<file path="config.mk">
export PLATFORM = sky130hd
export DESIGN_NAME = wb_writeback_unit_flat
export DESIGN_NICKNAME = d
export VERILOG_FILES = /design/src/rtl/wb_writeback_unit_if.sv /design/src/rtl/wb_writeback_unit.sv /design/src/flat_wrapper.sv
export SDC_FILE = /design/constraint.sdc
export NUM_CORES = 1
export LEC_CHECK = 0
export ABC_AREA = 1
export BUFFER_PORTS_ARGS = -buffer_cell sky130_fd_sc_hd__buf_2
export CORE_MARGIN = 2
export CORE_UTILIZATION = 54
export CTS_BUF_LIST = sky130_fd_sc_hd__clkbuf_4
export DETAILED_ROUTE_END_ITERATION = 8
export PLACE_DENSITY = 0.86
export SYNTH_ARGS = -nofsm -noshare
export SYNTH_HDL_FRONTEND = slang
export SYNTH_SLANG_ARGS = --single-unit
</file>
<file path="constraint.sdc">
create_clock -name clk -period 1.9 [get_ports clk]
set_input_delay 0.095 -clock clk [delete_from_list [all_inputs] [get_ports clk]]
set_output_delay 0.095 -clock clk [all_outputs]
set_load 0.05 [all_outputs]
</file>
<file path="src/rtl/wb_writeback_unit_if.sv">
// rtl/wb_writeback_unit_if.sv - MEM-stage to writeback retire handshake
interface wb_writeback_unit_if;
  logic        mem_valid;
  logic        mem_ready;
  logic        mem_regwrite;
  logic [4:0]  mem_rd;
  logic [1:0]  mem_wbsel;
  logic [31:0] mem_alu_result;
  logic [31:0] mem_pc_plus8;
  logic [1:0]  mem_load_size;
  logic        mem_load_signed;

  modport master (
    output mem_valid, mem_regwrite, mem_rd, mem_wbsel, mem_alu_result,
           mem_pc_plus8, mem_load_size, mem_load_signed,
    input  mem_ready
  );

  modport slave (
    input  mem_valid, mem_regwrite, mem_rd, mem_wbsel, mem_alu_result,
           mem_pc_plus8, mem_load_size, mem_load_signed,
    output mem_ready
  );
endinterface

</file>
<file path="src/rtl/wb_writeback_unit.sv">
// rtl/wb_writeback_unit.sv - register file write port driver with load extraction
module wb_writeback_unit #(
  parameter bit BIG_ENDIAN   = 1'b1,
  parameter int LOAD_TIMEOUT = 16
) (
  input  logic                       clk,
  input  logic                       rst_n,
  wb_writeback_unit_if.slave         mem,
  input  logic                       dmem_rvalid,
  input  logic [31:0]                dmem_rdata,
  output logic [4:0]                 REG_address_wr,
  output logic                       REG_write_1,
  output logic [31:0]                REG_data_wb_in1,
  output logic                       wb_stall,
  output logic                       err_timeout,
  output logic                       err_align,
  input  logic                       err_clr
);

  typedef enum logic [0:0] {IDLE, WAIT_LOAD} state_t;

  localparam logic [1:0] WB_ALU  = 2'b00;
  localparam logic [1:0] WB_LOAD = 2'b01;
  localparam logic [1:0] WB_LINK = 2'b10;

  state_t      state, state_nxt;
  logic [7:0]  cnt, cnt_nxt;
  logic [4:0]  l_rd, l_rd_nxt;
  logic        l_regwrite, l_regwrite_nxt;
  logic [1:0]  l_size, l_size_nxt;
  logic        l_signed, l_signed_nxt;
  logic [1:0]  l_off, l_off_nxt;
  logic        wr_nxt;
  logic [4:0]  addr_nxt;
  logic [31:0] data_nxt;
  logic        set_align, set_timeout;
  logic        accept, misaligned;
  logic [1:0]  off;

  function automatic logic [31:0] extract(input logic [31:0] w, input logic [1:0] size,
                                          input logic [1:0] offs, input logic sgn);
    logic [1:0]  lane;
    logic [7:0]  b;
    logic [15:0] h;
    logic [31:0] r;
    // Big-endian byte at offset k lives in LSB-relative lane 3-k.
    lane = BIG_ENDIAN ? ~offs : offs;
    case (lane)
      2'd0:    b = w[7:0];
      2'd1:    b = w[15:8];
      2'd2:    b = w[23:16];
      default: b = w[31:24];
    endcase
    h = (offs[1] ^ BIG_ENDIAN) ? w[31:16] : w[15:0];
    case (size)
      2'b00:   r = {{24{sgn & b[7]}}, b};
      2'b01:   r = {{16{sgn & h[15]}}, h};
      default: r = w;
    endcase
    return r;
  endfunction

  assign accept     = mem.mem_valid && (state == IDLE);
  assign off        = mem.mem_alu_result[1:0];
  assign misaligned = (mem.mem_load_size == 2'b01) ? off[0] :
                      (mem.mem_load_size == 2'b00) ? 1'b0 : (off != 2'b00);

  assign mem.mem_ready = (state == IDLE);
  assign wb_stall      = (state != IDLE);

  always_comb begin
    state_nxt      = state;
    cnt_nxt        = cnt;
    l_rd_nxt       = l_rd;
    l_regwrite_nxt = l_regwrite;
    l_size_nxt     = l_size;
    l_signed_nxt   = l_signed;
    l_off_nxt      = l_off;
    wr_nxt         = 1'b0;
    addr_nxt       = REG_address_wr;
    data_nxt       = REG_data_wb_in1;
    set_align      = 1'b0;
    set_timeout    = 1'b0;
    case (state)
      IDLE: begin
        if (accept) begin
          case (mem.mem_wbsel)
            WB_ALU, WB_LINK: begin
              addr_nxt = mem.mem_rd;
              data_nxt = (mem.mem_wbsel == WB_LINK) ? mem.mem_pc_plus8 : mem.mem_alu_result;
              wr_nxt   = mem.mem_regwrite && (mem.mem_rd != 5'd0);
            end
            WB_LOAD: begin
              if (misaligned) begin
                set_align = 1'b1;
              end else if (dmem_rvalid) begin
                addr_nxt = mem.mem_rd;
                data_nxt = extract(dmem_rdata, mem.mem_load_size, off, mem.mem_load_signed);
                wr_nxt   = mem.mem_regwrite && (mem.mem_rd != 5'd0);
              end else begin
                l_rd_nxt       = mem.mem_rd;
                l_regwrite_nxt = mem.mem_regwrite;
                l_size_nxt     = mem.mem_load_size;
                l_signed_nxt   = mem.mem_load_signed;
                l_off_nxt      = off;
                cnt_nxt        = 8'd1;
                state_nxt      = WAIT_LOAD;
              end
            end
            default: ;
          endcase
        end
      end
      WAIT_LOAD: begin
        // Data arriving on the last allowed cycle still counts as success.
        if (dmem_rvalid) begin
          addr_nxt  = l_rd;
          data_nxt  = extract(dmem_rdata, l_size, l_off, l_signed);
          wr_nxt    = l_regwrite && (l_rd != 5'd0);
          cnt_nxt   = 8'd0;
          state_nxt = IDLE;
        end else if (cnt == 8'(LOAD_TIMEOUT)) begin
          set_timeout = 1'b1;
          cnt_nxt     = 8'd0;
          state_nxt   = IDLE;
        end else begin
          cnt_nxt = cnt + 8'd1;
        end
      end
      default: state_nxt = IDLE;
    endcase
  end

  always_ff @(posedge clk or negedge rst_n) begin
    if (!rst_n) begin
      state <= IDLE;
    end else begin
      state <= state_nxt;
    end
  end

  always_ff @(posedge clk or negedge rst_n) begin
    if (!rst_n) begin
      cnt             <= 8'd0;
      l_rd            <= 5'd0;
      l_regwrite      <= 1'b0;
      l_size          <= 2'b00;
      l_signed        <= 1'b0;
      l_off           <= 2'b00;
      REG_write_1     <= 1'b0;
      REG_address_wr  <= 5'd0;
      REG_data_wb_in1 <= 32'd0;
      err_timeout     <= 1'b0;
      err_align       <= 1'b0;
    end else begin
      cnt             <= cnt_nxt;
      l_rd            <= l_rd_nxt;
      l_regwrite      <= l_regwrite_nxt;
      l_size          <= l_size_nxt;
      l_signed        <= l_signed_nxt;
      l_off           <= l_off_nxt;
      REG_write_1     <= wr_nxt;
      REG_address_wr  <= addr_nxt;
      REG_data_wb_in1 <= data_nxt;
      err_timeout     <= set_timeout | (err_timeout & ~err_clr);
      err_align       <= set_align | (err_align & ~err_clr);
    end
  end

endmodule
</file>
<file path="src/flat_wrapper.sv">
// flat-port wrapper written by rule: the top's interface ports become plain ports
module wb_writeback_unit_flat 
#(
  parameter bit BIG_ENDIAN   = 1'b1,
  parameter int LOAD_TIMEOUT = 16
)
  (clk, rst_n, dmem_rvalid, dmem_rdata, REG_address_wr, REG_write_1, REG_data_wb_in1, wb_stall, err_timeout, err_align, err_clr, mem_mem_valid, mem_mem_regwrite, mem_mem_rd, mem_mem_wbsel, mem_mem_alu_result, mem_mem_pc_plus8, mem_mem_load_size, mem_mem_load_signed, mem_mem_ready);
  wb_writeback_unit_if mem_i ();
  input  logic clk;
  input  logic rst_n;
  input  logic dmem_rvalid;
  input  logic [31:0] dmem_rdata;
  output logic [4:0] REG_address_wr;
  output logic REG_write_1;
  output logic [31:0] REG_data_wb_in1;
  output logic wb_stall;
  output logic err_timeout;
  output logic err_align;
  input  logic err_clr;
  input wire logic [$bits(mem_i.mem_valid)-1:0] mem_mem_valid;
  input wire logic [$bits(mem_i.mem_regwrite)-1:0] mem_mem_regwrite;
  input wire logic [$bits(mem_i.mem_rd)-1:0] mem_mem_rd;
  input wire logic [$bits(mem_i.mem_wbsel)-1:0] mem_mem_wbsel;
  input wire logic [$bits(mem_i.mem_alu_result)-1:0] mem_mem_alu_result;
  input wire logic [$bits(mem_i.mem_pc_plus8)-1:0] mem_mem_pc_plus8;
  input wire logic [$bits(mem_i.mem_load_size)-1:0] mem_mem_load_size;
  input wire logic [$bits(mem_i.mem_load_signed)-1:0] mem_mem_load_signed;
  output wire logic [$bits(mem_i.mem_ready)-1:0] mem_mem_ready;
  assign mem_i.mem_valid = mem_mem_valid;
  assign mem_i.mem_regwrite = mem_mem_regwrite;
  assign mem_i.mem_rd = mem_mem_rd;
  assign mem_i.mem_wbsel = mem_mem_wbsel;
  assign mem_i.mem_alu_result = mem_mem_alu_result;
  assign mem_i.mem_pc_plus8 = mem_mem_pc_plus8;
  assign mem_i.mem_load_size = mem_mem_load_size;
  assign mem_i.mem_load_signed = mem_mem_load_signed;
  assign mem_mem_ready = mem_i.mem_ready;
  wb_writeback_unit #(.BIG_ENDIAN(BIG_ENDIAN), .LOAD_TIMEOUT(LOAD_TIMEOUT)) u_core (.clk(clk), .rst_n(rst_n), .mem(mem_i), .dmem_rvalid(dmem_rvalid), .dmem_rdata(dmem_rdata), .REG_address_wr(REG_address_wr), .REG_write_1(REG_write_1), .REG_data_wb_in1(REG_data_wb_in1), .wb_stall(wb_stall), .err_timeout(err_timeout), .err_align(err_align), .err_clr(err_clr));
endmodule
</file>
Word level (Yosys, flattened, before mapping)
Cells that the tools add are included.
{ "word_totals": {"elab_cells": 114, "regBits": 60, "out_inout_bits": 42} }
{ "op_classes": {"muxes": 55, "n_bitwise": 14, "n_eq_ne": 17, "n_reduce_logical": 15, "add_sub_neg": 1} }
{ "ops": {"columns": ["cell", "count"], "rows": [
  ["$pmux W32 S2", 4],
  ["$mux W32", 5],
  ["$mux W8", 13],
  ["$pmux W8 S3", 2],
  ["$mux W16", 2],
  ["$mux W5", 4],
  ["$pmux W5 S2", 2],
  ["$mux W1", 19],
  ["$pmux W8 S2", 1],
  ["$eq A2 B1 Y1 const B", 5],
  ["$logic_not A2 Y1", 5],
  ["$reduce_and A5 Y1", 2],
  ["$reduce_bool A5 Y1", 2],
  ["$add A8 B1 Y8 const B", 1],
  ["$eq A8 B5 Y1 const B", 1],
  ["$and A1 B1 Y1", 6],
  ["$eq A2 B2 Y1 const B", 3],
  ["$ne A2 B2 Y1 const B", 3],
  ["$ne A3 B3 Y1 const B", 2],
  ["$pmux W1 S2", 3],
  ["$ne A2 B1 Y1 const B", 2],
  ["$not A1 Y1", 4],
  ["$not A2 Y2", 2],
  ["$reduce_and A4 Y1", 1],
  ["other kinds (5)", 8]
]} }

Longest topological paths before layout
Gate-level depths: netlist (run 1).
{ "depth": {"ltp_word": 15, "ltp_mapped": 12, "ltp_nobuf": 11} }

Worst setup path before layout (run 1)
No wires, ideal clock.
{ "synth_timing": {"path_type": "register to register", "from": "reg u_core.state (netlist: u_core.wb_stall)", "to": "reg u_core.REG_write_1", "required_time_ns": 1.738, "slack_ns": -0.139, "path_buffers": 3, "arrival_time_ns": 1.877, "path_stages_with_launch": 6, "path_cell_list": "dfrtp_1 > buf_2 > inv_2 > buf_2 > buf_1 > o21ai_0"} }
{ "synth_via": {"elab_chain_len": 4} }
{ "synth_lines": {"columns": ["item", "line", "source"], "rows": [
  ["start: declaration", "wb_writeback_unit.sv:26", "state_t state, state_nxt;"],
  ["start signal: assignment", "wb_writeback_unit.sv:138", "state <= state_nxt;"],
  ["$not A1 Y1 (no source line) (*)", null, null],
  ["net mem_mem_ready", "flat_wrapper.sv:28", "output wire logic [$bits(mem_i.mem_ready)-1:0] mem_mem_ready;"],
  ["$logic_and A1 B1 Y1", "wb_writeback_unit.sv:63", "assign accept = mem.mem_valid && (state == IDLE);"],
  ["$mux W1", "wb_writeback_unit.sv:86", "if (accept) begin"],
  ["$pmux W1 S2 (*)", "wb_writeback_unit.sv:84", "case (state)"],
  ["net u_core.wr_nxt", "wb_writeback_unit.sv:33", "logic wr_nxt;"],
  ["end signal: assignment", "wb_writeback_unit.sv:162", "REG_write_1 <= wr_nxt;"],
  ["end: declaration", "wb_writeback_unit.sv:12", "output logic REG_write_1,"]
]} }
Mark *: on every way through the listed nets, which the timed path passes. The rest lies on a longest branch.
A chain may end at the register's enable or synchronous reset.

Final worst setup path (run 1)
{ "layout_timing": {"from": "reg u_core.cnt[0]", "to": "reg u_core.err_timeout"} }
{ "layout_via": {"elab_chain_len": 5} }
{ "layout_lines": {"columns": ["item", "line", "source"], "rows": [
  ["start: declaration", "wb_writeback_unit.sv:27", "logic [7:0] cnt, cnt_nxt;"],
  ["start signal: assignment", "wb_writeback_unit.sv:156", "cnt <= cnt_nxt;"],
  ["$eq A8 B5 Y1", "wb_writeback_unit.sv:122", "end else if (cnt == 8'(LOAD_TIMEOUT)) begin"],
  ["$mux W1", "wb_writeback_unit.sv:122", null],
  ["$mux W1", "wb_writeback_unit.sv:116", "if (dmem_rvalid) begin"],
  ["$mux W1", "wb_writeback_unit.sv:84", null],
  ["$or A1 B1 Y1", "wb_writeback_unit.sv:165", "err_timeout <= set_timeout | (err_timeout & ~err_clr);"],
  ["end signal: assignment", "wb_writeback_unit.sv:165", null],
  ["end: declaration", "wb_writeback_unit.sv:15", "output logic err_timeout,"]
]} }
No other way between the ends.

==> results of run 1 <==
-- path summary, 6_finish.rpt --
check,startpoint,slack [ns],endpoint
worst max-delay path,u_core.cnt[0],0.15,u_core.err_timeout
worst min-delay path,mem_mem_valid,0.04,u_core.err_align
worst max register to register,u_core.cnt[0],0.15,u_core.err_timeout
worst min register to register,u_core.REG_data_wb_in1[15],0.48,u_core.REG_data_wb_in1[15]
max in group asynchronous,rst_n,1.04,u_core.err_align
min in group asynchronous,rst_n,0.18,u_core.REG_data_wb_in1[10]
-- per-layer routing --
| metal | up-vias | share of wire, % | track usage [%] |
|---|---|---|---|
| met2 | 393 | 46 | 56.7 |
| met1 | 2722 | 39 | 42.2 |
| met5 | - | 0 | 0 |
| li1 | 2979 | - | - |
| met4 | 0 | 4.3 | 14.4 |
| met3 | 69 | 11 | 7.45 |
-- metrics by stage --
stage / power [uW] / instances / util (%) / cell area, sq um / worst slack, ns
2_1_floorplan: 3300 / 834 / - / 4910 / 0.128
3_3_place_gp: 3980 / 1074 / 66.6 / 5840 / 0.242
3_5_place_dp: 4000 / 1074 / 66.6 / 5840 / 0.204
4_1_cts: 5040 / 1102 / 69.7 / 6110 / 0.176
5_1_grt: 5350 / 1102 / 69.7 / 6110 / 0.00901
6_report: 5060 / 1102 / 69.7 / 6110 / 0.155
-- placed cells by master (no fill, tap or decap), drive strengths merged --
cell         count
nor2            55
nand4            7
bufinv           2
a31oi            1
xor2             1
nor3             1
clkbuf           9
o21ai           42
a22oi            7
dlygate4sd3     12
o22ai            2
nand2          374
dfrtp           60
o21a             8
o21bai           1
o211ai          15
buf            179
o32ai            1
inv             68
a21oi           56
o311ai           1
mux2             2
ha               2
clkinv           5
nand3           81
a21boi           2
-- critical path, stage by stage, from the launching register on --
cell and delay, ns:
dfrtp_1 0.40, inv_1 0.12, ha_1 0.16, nand4_1 0.17, o32ai_1 0.26, dlygate4sd3_1 0.58
-- synth_stat cells (8+ instances only) --
master / count / area (sq um)
o211ai_1: 15 / 113
nand2_1: 372 / 1400
clkbuf_1: 17 / 63.8
nand3_1: 80 / 400
buf_2: 23 / 115
o21a_1: 8 / 60.1
a21oi_1: 56 / 280
nor2_1: 51 / 191
dfrtp_1: 60 / 1500
inv_1: 61 / 229
o21ai_0: 40 / 200
-- final cells by class --
type,count,share of cell area [%]
clock buffers,9,1.11
clock inverters,7,1.33
inverters,68,4.18
multi-input cells,659,48.0
flip-flops and latches,60,24.6
well taps,108,2.21
repair buffers,191,18.5
-- registers in the layout (all words and copies together) (netlist names) --
name and count:
u_core.REG_address_wr 5, u_core.REG_data_wb_in1 32, u_core.REG_write_1 1, u_core.cnt 8, u_core.err_align 1, u_core.err_timeout 1
u_core.l_off 2, u_core.l_rd 5, u_core.l_regwrite 1, u_core.l_signed 1, u_core.l_size 2, u_core.wb_stall 1
-- cell families (layout without fill, tap and decap cells) --
logic type / after synthesis / count (layout) / share of synthesized area (%)
AND/OR/NAND/NOR: 518 / 518 / 42.8
adder cells (fa/ha/maj): 2 / 2 / 0.510
buffers and inverters: 115 / 275 / 9.71
flip-flops: 60 / 60 / 30.6
XOR/XNOR: 1 / 1 / 0.178
multiplexers: 2 / 2 / 0.459
AO/OA/AOI/OAI: 136 / 136 / 15.8
-- power by group --
group | internal, uW | switching, uW | leakage [uW]
clock | 516 | 509 | 0.0000822
combinational | 665 | 1640 | 0.00266
sequential | 1540 | 191 | 0.000751
total | 2720 | 2340 | 0.00349
-- timing repair --
item,in CTS,in global routing
gates resized for setup,0,1
hold buffers,12,0
endpoints found under the setup margin,0,11
endpoints found under the hold margin,32,0
==> impl_results.md, run 1 <==
- Main synth FF type: dfrtp_1
- Unrepaired setup endpoints after global routing: false
- Routed WL per cell: 15.2 um
- MaxCap Viol Count: 0
- Die Wd: approximately 99 um
- # Post-CTS Setup Buffers: 0
- Starting Density: a little under three fifths
- Global route overflow: 0
- Power density cells: between 800 and 900 nW/um^2
- Final Critical Period: 1.75 ns
- Layout fillers: a little over 800
- Root Driver: clkbuf_4
- Rel. slew slack: between 60 and 70%
- CTS Buf Count: 9
- Hold path cells: 5
- Post-synthesis cell count: around 830
- Storage cell area: about 1500 sq um
- Syn. warnings: 0
- Layout cells sized above 1: about a fifth
- Post-synth EDFFs: 0
- Final Setup Violations: 0
- Register bit total from synthesis: 60
- Post-Syn Nets: 948
- Area growth from synthesis to layout: 24.4%
- Io pins: around 150
- Vias post-DR: slightly above 6000
- Core area: 8760 sq um
- Final Hold Fails: 0
- Largest net degree at the start of global routing: roughly 40
- CTS H-tree depth: 3
- P_leak: approximately 0.0035 uW
- Die area: ~9900 sq um
- Global-route wire length before repair: roughly 27000 um
- CP Max Fanout: 4
- Chip height: ~99 um
- Clk_lat worst skew: between 0.4 and 0.5 ns
- Total global routing track utilization: 33.9%
- Cell Rows: 34
- Syn avg cell area: about 6 sq um
- Detailed-placement wirelength estimate: between 10000 and 15000 um
- Worst hold path class: primary input to flip-flop
- Async S/R FF share, synth: 100%
- Vias in the first global route: 5713
- Yosys cell types: 33
- Critical Path Start Type: flip-flop
- Endpoint type of the worst setup path: flip-flop
- Seq/Total Area, Yosys: 30.6%
- Clock slew seen by the registers of the worst setup and hold paths: 0.10 ns
- Worst endpoint required time: 2.27 ns
- CTS max path bufs: 2
- Number of port buffers: approximately 150
- Synth Cell Area: 4910 sq um
- ANT cells: 0
- Area of the multi-input gates: slightly below 3000 sq um
- Max Slew Vio Count: 0
- Via density: around 5.6
- Router iterations before antenna repair: 7
- Clock sinks: 60
- Nets: 1103
- Initial antenna violation count: 0
- Antenna violation net count after detailed routing: 0
- Min Hold Slack: 0.0373 ns
- Clock Skews: 0.0196 ns
- Critical path arrival: 2.12 ns
- Routability cong.: between 0.9 and 1
- Outcome: finished clean
- Worst vdd ir: 0.724 mV
- CTS tree: done
- Final period utilization: between 90 and 100%
- Least-Margin Pin Slew: ~0.59 ns
- Cells on worst reg2reg path: 5
- Setup tns final: 0 ns
- Drc violations: 0
- Crit Path Class: flip-flop to flip-flop
- Max Freq: 0.573 GHz
- Detailed Route WL: 16700 um
- Iteration-0 DRC count of the detailed router: approximately 560
(Power assumes the default switching activity.)
==> run 2: changes to the inputs <==
--- a/config.mk
+++ b/config.mk
@@ -8,10 +8,10 @@
 export ABC_AREA = 1
 export BUFFER_PORTS_ARGS = -buffer_cell sky130_fd_sc_hd__buf_2
 export CORE_MARGIN = 2
-export CORE_UTILIZATION = 54
+export CORE_UTILIZATION = 50
 export CTS_BUF_LIST = sky130_fd_sc_hd__clkbuf_4
 export DETAILED_ROUTE_END_ITERATION = 8
-export PLACE_DENSITY = 0.86
+export PLACE_DENSITY = 0.8
 export SYNTH_ARGS = -nofsm -noshare
 export SYNTH_HDL_FRONTEND = slang
 export SYNTH_SLANG_ARGS = --single-unit
==> constraint.sdc (replaced) <==
create_clock -name clk -period 1.9 [get_ports clk]
set_input_delay 0.38 -clock clk [delete_from_list [all_inputs] [get_ports clk]]
set_output_delay 0.38 -clock clk [all_outputs]
set_load 0.05 [all_outputs]
==> impl_results.md, run 2 (synthesis gave the netlist of run 1 again) <==
- Core area: 9640 sq um (was 8760 sq um)
- Power share of the clock group: 15.2% (was 20.3%)
- Reg with most FFs: u_core.REG_data_wb_in1 (unchanged)
- Worst-path cell chain: inv_2 > buf_2 (was inv_1 > ha_1 > nand4_1 > o32ai_1 > dlygate4sd3_1)
- Sw Ratio: 48.6% (was 46.3%)
- Initial antenna violation count: 1 (was 0)
- Clock slew seen by the registers of the worst setup and hold paths: 0.10 ns (about the same)
- Rel. slew slack: 65.7% (was 60.5%)
- Starting Density: 50.9% (was 56.0%)
- Min Hold Slack: 0.167 ns (was 0.0373 ns)
- Most frequent cells in the layout: nand2_1, buf_2, nand3_1 (unchanged)
- Internal power: 2450 uW (was 2720 uW)
- CTS Buf Count: 9 (unchanged)
- CP Max Fanout: 17 (was 4)
- Final Critical Period: 1.82 ns (was 1.75 ns)
- CP max stage cell: dfrtp_1 (was dlygate4sd3_1)
- Worst slack, placed: 0.114 ns (was 0.204 ns)
- Routability cong.: 0.998 (was 1.00)
- Clock sinks: 60 (unchanged)
- Vias in the first global route: 5519 (was 5713)
- Global route overflow: 0 (unchanged)
- Antenna violation net count after detailed routing: 0 (unchanged)
- Cells on worst reg2reg path: 10 (was 5)
- Layout cells sized above 1: 21.6% (was 21.2%)
- P_leak: 0.00345 uW (was 0.00349 uW)
- Max Freq: 0.548 GHz (was 0.573 GHz)
- Area growth from synthesis to layout: 22.9% (was 24.4%)
- Final Setup Violations: 0 (unchanged)
- Worst hold path class: primary input to flip-flop (unchanged)
- Final core occ: 62.6% (was 69.7%)
- Routed WL per cell: 15.0 um (was 15.2 um)
- Iteration-0 DRC count of the detailed router: 435 (was 562)
- Io pins: 154 (unchanged)
- Commonest non-fill, non-tap cell in the layout: nand2_1 (unchanged)
- Detailed-placement wirelength estimate: 12200 um (was 12000 um)
- Switching pwr: 2320 uW (was 2340 uW)
- Least-Margin Pin Slew: 0.513 ns (was 0.592 ns)
- Sequential power share: 36.1% (was 34.1%)
- Root Driver: clkbuf_4 (unchanged)
- CTS tree: done (unchanged)
- Drc violations: 0 (unchanged)
- Detailed Route WL: 16800 um (was 16700 um)
- Post-DP Area: 5930 sq um (was 5840 sq um)
- CTS max path bufs: 2 (unchanged)
- Router iterations before antenna repair: 5 (was 7)
- Clock Skews: 0.0141 ns (was 0.0196 ns)
- Combinational share of power: 48.7% (was 45.6%)
- Via density: 5.35 (was 5.59)
- Final Hold Fails: 0 (unchanged)
- Max reg flops: 32 (unchanged)
- CP max stage delay: 0.40 ns (was 0.58 ns)
- Nets: 1097 (was 1103)
- Biggest regs: u_core.REG_data_wb_in1: 32 flops, u_core.cnt: 8 flops (unchanged)
- Endpoint type of the worst setup path: output pin (was flip-flop)
- Die Wd: 103 um (was 99.4 um)
- Layout fillers: 989 (was 823)
- Critical path arrival: 1.44 ns (was 2.12 ns)
- Number of port buffers: 153 (unchanged)
- Critical Path Start Type: flip-flop (unchanged)
- Total global routing track utilization: 32.8% (was 33.9%)
- Hold path cells: 2 (was 5)
- Worst endpoint required time: 1.52 ns (was 2.27 ns)
- Global-route wire length before repair: 27000 um (was 26800 um)
- Final period utilization: 96.0% (was 91.9%)
- Clk_lat worst skew: 0.42 ns (was 0.43 ns)
- Outcome: finished clean (unchanged)
- Largest net degree at the start of global routing: 61 (was 41)
- Worst vdd ir: 0.496 mV (was 0.724 mV)
- Chip height: 103 um (was 99.4 um)
- Vias post-DR: 5995 (was 6163)
- Storage cell area: 1500 sq um (about the same)
- Power density cells: 791 nW/um^2 (was 828 nW/um^2)
- Max Slew Vio Count: 0 (unchanged)
- CTS H-tree depth: 3 (unchanged)
- Crit Path Class: flip-flop to output pin (was flip-flop to flip-flop)
- Final WS setup: 0.0767 ns (was 0.155 ns)
- Setup tns final: 0 ns (unchanged)
- Die area: 10600 sq um (was 9870 sq um)
- Area of the multi-input gates: 2930 sq um (unchanged)
- Fin area: 6030 sq um (was 6110 sq um)
- Cell Rows: 36 (was 34)
- Post-CTS Resized: 0 (unchanged)
- Unrepaired setup endpoints after global routing: false (unchanged)
- MaxCap Viol Count: 0 (unchanged)
## run 2: cell types whose count changed in the layout (fill, tap and decap cells not counted), sizes merged
cell	previous run	this run
dlygate4sd3	12	1
buf	179	184
diode	0	1
bufinv	2	0
## run 2: final cells by class
cell class | count | share of cell area [%]
multi-input cells | 659 | 48.6
flip-flops and latches | 60 | 24.9
repair buffers | 185 | 18.0
inverters | 68 | 4.23
well taps | 133 | 2.76
clock buffers | 9 | 1.12
clock inverters | 5 | 0.353
diodes | 1 | 0.0415
## run 2: path summary, 6_finish.rpt
kind / startpoint / slack (ns) / to
worst min register to register: u_core.REG_data_wb_in1[27] / 0.48 / u_core.REG_data_wb_in1[27]
worst max-delay path: u_core.wb_stall / 0.08 / mem_mem_ready
max in group asynchronous: rst_n / 1.11 / u_core.REG_data_wb_in1[28]
worst max register to register: u_core.l_off[1] / 0.22 / u_core.REG_data_wb_in1[6]
worst min-delay path: err_clr / 0.17 / u_core.err_timeout
min in group asynchronous: rst_n / 0.49 / u_core.REG_data_wb_in1[9]
## run 2: metal layers
metal	wire, um	global-route usage, %	vias to the layer above
met5	0	0	-
met4	576	15.4	0
met3	1530	6.44	47
met2	7720	53.6	299
met1	6930	41.8	2683
li1	-	-	2966
## run 2: timing repair
action	CTS	global route
setup endpoints to repair	0	0
setup buffers	0	0
hold buffers	1	0
endpoints found under the hold margin	60	0
## run 2: per-stage QoR
step           instances  power (uW)
2_1_floorplan        834        3300
3_3_place_gp        1104        4020
3_5_place_dp        1104        4050
4_1_cts             1119        4780
5_1_grt             1120        5100
6_report            1120        4770
## run 2: power groups by stage
stage	Sequential (uW)	Combinational, uW	Clock, uW
after global routing	1760	2550	801
after CTS	1720	2310	746
after detailed placement	1740	2310	0
final	1720	2320	723
after floorplan	2330	971	0
after global placement	1740	2280	0
## run 2: critical path: cells and delay by family, from the launching register on
kind | cells | cell delay (ns)
flip-flops | 1 | 0.40
buffers and inverters | 2 | 0.63
